## src/rtl/regfile_bypass_pkg.sv

```systemverilog
// rtl/regfile_bypass_pkg.sv - shared register-file state encoding and default sizes
package regfile_bypass_pkg;

  typedef enum logic {
    ST_IDLE  = 1'b0,
    ST_CLEAR = 1'b1
  } rf_state_e;

  localparam int RF_XLEN_DEFAULT = 32;
  localparam int RF_AW_DEFAULT   = 5;

endpackage

```

## src/rtl/regfile_scoreboard.sv

```systemverilog
// rtl/regfile_scoreboard.sv - per-register pending bits with set/clear/flush and lookup ports
module regfile_scoreboard
  import regfile_bypass_pkg::*;
#(
  parameter int AW       = RF_AW_DEFAULT,
  parameter int NRD      = 2,
  parameter int ZERO_REG = 1
) (
  input  logic            clk_i,
  input  logic            rst_ni,
  input  logic            flush_i,
  input  logic            set_en_i,
  input  logic [AW-1:0]   set_addr_i,
  input  logic            clr_en_i,
  input  logic [AW-1:0]   clr_addr_i,
  input  logic [NRD*AW-1:0] lookup_addr_i,
  output logic [NRD-1:0]  lookup_pend_o
);

  localparam int DEPTH = 2 ** AW;

  logic [DEPTH-1:0] pending_q;
  logic [DEPTH-1:0] pending_d;

  // Set is applied after clear so a same-cycle reservation outlives the write.
  always_comb begin
    pending_d = pending_q;
    if (flush_i) begin
      pending_d = '0;
    end else begin
      if (clr_en_i) pending_d[clr_addr_i] = 1'b0;
      if (set_en_i) pending_d[set_addr_i] = 1'b1;
    end
    if (ZERO_REG != 0) pending_d[0] = 1'b0;
  end

  always_ff @(posedge clk_i or negedge rst_ni) begin
    if (!rst_ni) pending_q <= '0;
    else         pending_q <= pending_d;
  end

  always_comb begin
    lookup_pend_o = '0;
    for (int i = 0; i < NRD; i++) begin
      lookup_pend_o[i] = pending_q[lookup_addr_i[i*AW +: AW]];
    end
  end

endmodule

```

## src/rtl/regfile_bypass.sv

```systemverilog
// rtl/regfile_bypass.sv - parametrised register file with write bypass, pending scoreboard and clear sweep
module regfile_bypass
  import regfile_bypass_pkg::*;
#(
  parameter int XLEN     = RF_XLEN_DEFAULT,
  parameter int AW       = RF_AW_DEFAULT,
  parameter int NRD      = 2,
  parameter int ZERO_REG = 1,
  parameter int BYPASS   = 1
) (
  input  logic              APB_PCLK,
  input  logic              APB_PRESETn,
  input  logic              clear_req,
  output logic              busy,
  input  logic              write_reg,
  input  logic [AW-1:0]     wa,
  input  logic [XLEN-1:0]   rd0,
  input  logic              rsv_en,
  input  logic [AW-1:0]     rsv_addr,
  input  logic              read_reg,
  input  logic [NRD*AW-1:0] ra,
  output logic [NRD*XLEN-1:0] rs,
  output logic [NRD-1:0]    hazard
);

  localparam int DEPTH = 2 ** AW;

  rf_state_e       state_q;
  logic [AW-1:0]   idx_q;
  logic            busy_q;
  logic [XLEN-1:0] mem [DEPTH];

  logic            idle;
  logic            wr_store;
  logic [NRD-1:0]  pend;
  logic [NRD*XLEN-1:0] rs_q, rs_d;
  logic [NRD-1:0]  hazard_q, hazard_d;

  assign idle     = (state_q == ST_IDLE);
  assign wr_store = idle && write_reg && !((ZERO_REG != 0) && (wa == '0));

  always_ff @(posedge APB_PCLK or negedge APB_PRESETn) begin
    if (!APB_PRESETn) begin
      state_q <= ST_CLEAR;
      idx_q   <= '0;
      busy_q  <= 1'b1;
    end else begin
      case (state_q)
        ST_IDLE: begin
          if (clear_req) begin
            state_q <= ST_CLEAR;
            idx_q   <= '0;
            busy_q  <= 1'b1;
          end
        end
        ST_CLEAR: begin
          if (clear_req) begin
            idx_q <= '0;
          end else if (&idx_q) begin
            state_q <= ST_IDLE;
            idx_q   <= '0;
            busy_q  <= 1'b0;
          end else begin
            idx_q <= idx_q + 1'b1;
          end
        end
        default: begin
          state_q <= ST_CLEAR;
          idx_q   <= '0;
          busy_q  <= 1'b1;
        end
      endcase
    end
  end

  // Storage has no reset so it can map onto RAM; the sweep zeroes it instead.
  always_ff @(posedge APB_PCLK) begin
    if (state_q == ST_CLEAR) mem[idx_q] <= '0;
    else if (wr_store)       mem[wa]    <= rd0;
  end

  regfile_scoreboard #(
    .AW       (AW),
    .NRD      (NRD),
    .ZERO_REG (ZERO_REG)
  ) u_scoreboard (
    .clk_i         (APB_PCLK),
    .rst_ni        (APB_PRESETn),
    .flush_i       (clear_req),
    .set_en_i      (idle && rsv_en),
    .set_addr_i    (rsv_addr),
    .clr_en_i      (idle && write_reg),
    .clr_addr_i    (wa),
    .lookup_addr_i (ra),
    .lookup_pend_o (pend)
  );

  always_comb begin
    rs_d     = rs_q;
    hazard_d = hazard_q;
    for (int i = 0; i < NRD; i++) begin
      logic [AW-1:0] a;
      logic          fwd;
      a   = ra[i*AW +: AW];
      fwd = (BYPASS != 0) && write_reg && (wa == a);
      if ((ZERO_REG != 0) && (a == '0)) begin
        rs_d[i*XLEN +: XLEN] = '0;
        hazard_d[i]          = 1'b0;
      end else begin
        rs_d[i*XLEN +: XLEN] = fwd ? rd0 : mem[a];
        hazard_d[i]          = pend[i] && !fwd;
      end
    end
  end

  always_ff @(posedge APB_PCLK or negedge APB_PRESETn) begin
    if (!APB_PRESETn) begin
      rs_q     <= '0;
      hazard_q <= '0;
    end else if (idle && read_reg) begin
      rs_q     <= rs_d;
      hazard_q <= hazard_d;
    end
  end

  assign rs     = rs_q;
  assign hazard = hazard_q;
  assign busy   = busy_q;

endmodule
```

## config.mk

```make
export PLATFORM = sky130hd
export DESIGN_NAME = regfile_bypass
export DESIGN_NICKNAME = d
export VERILOG_FILES = /design/src/rtl/regfile_bypass_pkg.sv /design/src/rtl/regfile_scoreboard.sv /design/src/rtl/regfile_bypass.sv
export SDC_FILE = /design/constraint.sdc
export NUM_CORES = 1
export LEC_CHECK = 0
export CAP_MARGIN = 10
export CORE_ASPECT_RATIO = 0.9
export CORE_MARGIN = 4
export CORE_UTILIZATION = 40
export DETAILED_ROUTE_END_ITERATION = 8
export SLEW_MARGIN = 15
export SYNTH_ARGS = -nofsm -noshare
export SYNTH_HDL_FRONTEND = slang
export SYNTH_SLANG_ARGS = --single-unit
```

## constraint.sdc

```tcl
create_clock -name APB_PCLK -period 5.6 [get_ports APB_PCLK]
set_input_delay 1.4 -clock APB_PCLK [delete_from_list [all_inputs] [get_ports APB_PCLK]]
set_output_delay 1.4 -clock APB_PCLK [all_outputs]
set_load 0.01 [all_outputs]
```

==> flow_metrics.tcl, run 1 <==
set metrics [dict create \
    status "complete, no violations" \
    power_density_nw_per_um2 303 \
    cts_resized 0 \
    cp_data_required_time_ps 5970 \
    wl_met1_um 62200 \
    num_vias 31200 \
    gp_congestion 0.863 \
    num_io_pins 125 \
    grt_setup_unrepaired "no" \
    setup_viol_count_final 0 \
    leakagePower_nw 21.0 \
    total_power_mw 18.3 \
    critPathLaunchType "input port" \
    wirelength_um 161000 \
    async_reset_ff_share_pct 9.22 \
    clk_pin_slew_worst_paths_ps 60 \
    setup_tns_ps 0 \
    first_pass_iters 6 \
    period_needed_ps 4070 \
    grt.total_usage_pct 23.2 \
    antenna_found_initial 2 \
    post_route_cells_drive_above_1_share_pct 27.1 \
    die_w_um 391 \
    cp_top_family "simple AND/OR/NAND/NOR gates" \
    grt_pass1_vias 32700 \
    synthFlopType "edfxtp_1" \
    drc 0 \
    root_buffer "clkbuf_16" \
    synth-seq-cells 1128 \
    r2r_slack_ps 2320 \
    layout_setup_ws_ps 1530 \
    slowest_delay_ps 670 \
    areaGrowthSynthToFinish_pct 14.3 \
    synth_nets 2899 \
    wl_met3_um 12200 \
    die-area_um2 138000 \
    critical_path.endpoint_type "register" \
    start_util_pct 40.2 \
    ant_nets 0 \
    fin_util_pct 46.0 \
    dp_slack_ps 796 \
    cts_buffers 114 \
    ctsLongestPathBuffers 3 \
    synth_warnings 0 \
    reg2reg_from "state_q" \
    netlist-cell-type-count 49 \
    grt_max_degree 78 \
    grt_overflow 0 \
    ir_drop_mv 0.257 \
    finalHoldViolCount 0 \
    num_rows 126 \
    hold_path.startpoint "busy" \
    drt-initial-drc-count 3632 \
    crit_type "input port to register" \
    hp-class "register to register" \
    clkSinkCount 1128 \
    port_buffers 124 \
    dp.final_hpwl_um 97800 \
    slowest_stage "nor2b_1" \
    cts_tree "done" \
    wl_per_cell_um 33.3 \
    maxCapViolCount 0 \
    vias_per_cell 6.46 \
    post_cts_buffers 0 \
    mappedNetlistArea_um2 52700 \
    synth_edf_count 1024 \
    skew_ps 24.3 \
    min_period_over_period_pct 72.8 \
    arrival_ps 4440 \
    slew_headroom_pct 12.4 \
    path_max_fanout 17 \
    grt_first_pass_wirelength_um 233000 \
    clk_latency_ps 720 \
    htreeDepth 3 \
    register_area_um2 33400 \
    crit_chain "clkdlybuf4s50_1 > nor2b_1 > o31a_2 > o2bb2ai_1 > nand2_1 > nor2_4 > buf_4" \
    max_freq_mhz 245 \
    startpoint "write_reg" \
    wl_met2_um 78600 \
    synth.avg_cell_area_um2 18.6 \
    die_h_um 352 \
    fin_hold_ws_ps 500 \
    synth_cells 2839 \
    maxSlewViolCount 0 \
    ys_seq_area_share_pct 63.3 \
    worstMarginPinSlew_ps 1310 \
    routed.top_layer "met4" \
    critical_path_buf_inv_count 2 \
    ctsHoldBuffers 0 \
    coreArea_um2 131000 \
    nNetsFinal 3063 \
    multiInputGateArea_um2 18200 \
    fillers 10900 \
]
cell type report:
type                    instances  share of cell area [%]
inverters                      67                   0.426
clock inverters                80                    1.27
multi-input cells            1415                    30.1
well taps                    1728                    3.59
diodes                          1                 0.00415
clock buffers                 137                    4.91
flip-flops and latches       1128                    55.4
repair buffers                277                    4.30
synthesized netlist by cell type (3+ instances only):
master	count	share of area (%)
mux4_2	459	20
clkbuf_1	103	0.73
a22o_1	4	0.066
nor2b_1	7	0.083
inv_1	65	0.46
a221oi_1	192	3.2
xnor2_1	11	0.18
and3_1	5	0.059
nand3b_1	5	0.071
buf_2	44	0.42
buf_6	19	0.41
and2_1	34	0.40
nor3b_1	4	0.057
o21a_1	60	0.85
buf_1	23	0.16
a31oi_1	7	0.083
nand4_1	3	0.036
nand3_1	6	0.057
edfxtp_1	1024	58
mux2i_1	271	5.1
buf_4	40	0.57
nand2_1	49	0.35
nand2b_1	4	0.047
a21oi_1	37	0.35
o21ai_0	44	0.42
nor2_1	56	0.40
or3_1	4	0.047
o221ai_1	60	1.0
dfrtp_1	102	4.8
a22oi_1	69	0.98
registers in the layout (all words and copies together) (netlist names):
register                flops
u_scoreboard.pending_q     31
hazard                      2
rs                         64
state_q                     1
mem                      1024
idx_q                       5
busy                        1
placed cells by master (no fill, tap or decap), drive strengths merged, types with 6 or more instances in the layout:
master and n:
a21oi 37, a221oi 192, a22oi 69, a31oi 7
and2 34, buf 160, bufinv 11, clkbuf 139
clkdlybuf4s50 115, clkinv 56, clkinvlp 8, dfrtp 102
edfxtp 1024, inv 72, mux2i 271, mux4 459
nand2 49, nand3 6, nor2 56, nor2b 7
o21a 60, o21ai 44, o221ai 60, xnor2 11
worst reg2reg max path: stages, from the launching register on:
cell	delay, ps
dfstp_2	450
nor2b_1	650
o31a_2	290
o2bb2ai_1	240
nand2_1	550
nor2_4	290
buf_4	420
final timing paths:
kind / cells past startpoint / end
worst max-delay path: 7 / mem[12][7]
worst min-delay path: 2 / busy
worst max register to register: 6 / mem[12][7]
max in group asynchronous: 2 / rs[18]
worst min register to register: 2 / busy
min in group asynchronous: 1 / u_scoreboard.pending_q[3]
where the power goes:
group	total [mW]	leakage [nW]	internal, mW	switching (mW)
logic	1.44	7.30	0.609	0.829
clock network	7.63	1.81	4.29	3.34
registers	9.21	11.9	9.16	0.0477
stage by stage:
step | instance area [µm²] | std cells
3_3_place_gp | 56500 | 4615
2_1_floorplan | 52700 | 2839
4_1_cts | 60200 | 4832
6_report | 60200 | 4833
3_5_place_dp | 56500 | 4615
5_1_grt | 60200 | 4832
metal layers:
layer  vias to the layer above  GRT usage [%]
li1                      12600              -
met1                     16700           30.9
met4                         0           10.3
met2                      1594           37.9
met5                         -              0
met3                       364           3.52
cell families after synthesis:
family          after synthesis  share of synthesized area (%)
compound gates              486                           7.18
xor+xnor                     11                          0.183
fa+ha+maj                     2                         0.0475
buf+inv                     296                           2.77
flops                      1128                           63.3
mux                         731                           24.8
simple gates                185                           1.73
Power figures use the tool's default switching activity.
==> inputs of run 2 (changes only) <==
Clock period 5.6 ns to 3.8 ns, I/O delays scaled along.
==> flow_metrics.tcl, run 2 (synthesis gave the netlist of run 1 again) <==
set metrics [dict create \
    status "complete, no violations" \
    slowest_stage "a31oi_1" \
    ir_drop_mv 0.403 \
    clkSinkCount 1128 \
    reg2reg_from "state_q" \
    layout_setup_ws_ps 600 \
    start_util_pct 40.2 \
    grt_overflow 0 \
    drt-initial-drc-count 3696 \
    root_buffer "clkbuf_16" \
    setup_viol_count_final 0 \
    finalHoldViolCount 0 \
    cts_tree "done" \
    fin_hold_ws_ps 296 \
    post_dp_cell_area_um2 58200 \
    ctsLongestPathBuffers 3 \
    grt_setup_unrepaired "no" \
    grt.total_usage_pct 23.5 \
    period_needed_ps 3200 \
    grt_pass1_vias 33200 \
    cp_data_required_time_ps 4280 \
    min_period_over_period_pct 84.2 \
    dp.final_hpwl_um 104000 \
    wl_per_cell_um 33.3 \
    grt_max_degree 69 \
    post_route_cells_drive_above_1_share_pct 29.4 \
    critical_path.endpoint_type "register" \
    gp_congestion 0.839 \
    first_pass_iters 6 \
    r2r_slack_ps 1030 \
    num_rows 126 \
    htreeDepth 3 \
    hp-class "input port to async pin" \
    drc 0 \
    nNetsFinal 3148 \
    largest_reg_flops 1024 \
    max_freq_mhz 313 \
    num_vias 31700 \
    r2r_cells 8 \
    total_power_mw 27.5 \
    ctsHoldBuffers 0 \
    fillers 10800 \
    port_buffers 124 \
    clk_pin_slew_worst_paths_ps 70 \
    skew_ps 28.9 \
    crit_chain "clkdlybuf4s50_1 > or3_1 > o31ai_4 > buf_4 > nor2_1 > a31oi_1 > nor2_4 > buf_12" \
    multiInputGateArea_um2 18200 \
    die_h_um 352 \
    grt_first_pass_wirelength_um 236000 \
    maxSlewViolCount 0 \
    cts_buffers 113 \
    coreArea_um2 131000 \
    vias_per_cell 6.44 \
    stdcell_area_um2 62000 \
    wirelength_um 164000 \
    rr_endpoint "mem[4][11]" \
    areaGrowthSynthToFinish_pct 17.8 \
    clk_latency_ps 740 \
    layout_common_cells "1024 x edfxtp_1, 459 x mux4_2, 271 x mux2i_1" \
    dp_slack_ps -99.6 \
    ant_nets 0 \
    maxCapViolCount 0 \
    worstMarginPinSlew_ps 1090 \
    post_cts_buffers 0 \
    final_common_cell "edfxtp_1" \
    path_max_fanout 10 \
    leakagePower_nw 21.8 \
    crit_type "input port to register" \
    slew_headroom_pct 27.2 \
    slowest_delay_ps 790 \
    critPathLaunchType "input port" \
    power_density_nw_per_um2 443 \
    cts_resized 0 \
    die_w_um 391 \
    startpoint "wa[2]" \
    num_io_pins 125 \
    register_area_um2 33400 \
    antenna_found_initial 1 \
    largest-register "mem" \
    die-area_um2 138000 \
    arrival_ps 3680 \
]
-- run 2: cell types whose count changed in the layout (fill, tap and decap cells not counted), sizes merged --
cell,delta
clkbuf,-8
bufinv,+7
buf,+86
clkinv,-8
clkinvlp,+4
inv,+3
-- run 2: worst max-delay path by stage --
| stage | to | cells after the start |
|---|---|---|
| floorplan | mem[16][0] | 7 |
| global placement | mem[0][10] | 8 |
| detailed placement | mem[4][10] | 8 |
| CTS | mem[4][19] | 8 |
| global route | mem[13][12] | 8 |
| finish | mem[4][11] | 8 |
-- run 2: final cells by class --
class                   count  area share (%)
diodes                      1         0.00403
flip-flops and latches   1128            53.8
clock inverters            86            1.51
clock buffers             129            4.72
inverters                  67           0.413
multi-input cells        1415            29.3
well taps                1728            3.48
repair buffers            363            6.85
-- run 2: through the flow --
stage | TNS (ps) | util [%] | instances
after detailed placement | -17560 | 44.4 | 4701
after CTS | 0 | 47.4 | 4916
after global placement | -27810 | 44.4 | 4701
final | 0 | 47.4 | 4917
after global routing | 0 | 47.4 | 4916
after floorplan | -239540 | - | 2839
-- run 2: worst max-delay path: cells and delay by family --
family                 cells  cell delay [ps]
buffers and inverters      3              890
AND/OR/NAND/NOR            3              660
AO/OA/AOI/OAI              2             1150
-- run 2: where the power goes --
part           internal [mW]  switching [mW]  leakage [nW]
Clock                   6.77            4.91          1.87
Sequential              13.5          0.0731          11.9
Combinational          0.994            1.24          7.99
Total                   21.3            6.22          21.8
-- run 2: layer usage --
| metal | track usage (%) | up-vias | routed length [µm] |
|---|---|---|---|
| li1 | - | 12700 | - |
| met1 | 31.8 | 17000 | 64800 |
| met2 | 37.8 | 1669 | 78400 |
| met3 | 4.29 | 320 | 13000 |
| met4 | 9.74 | 0 | 7480 |
| met5 | 0 | - | 0 |
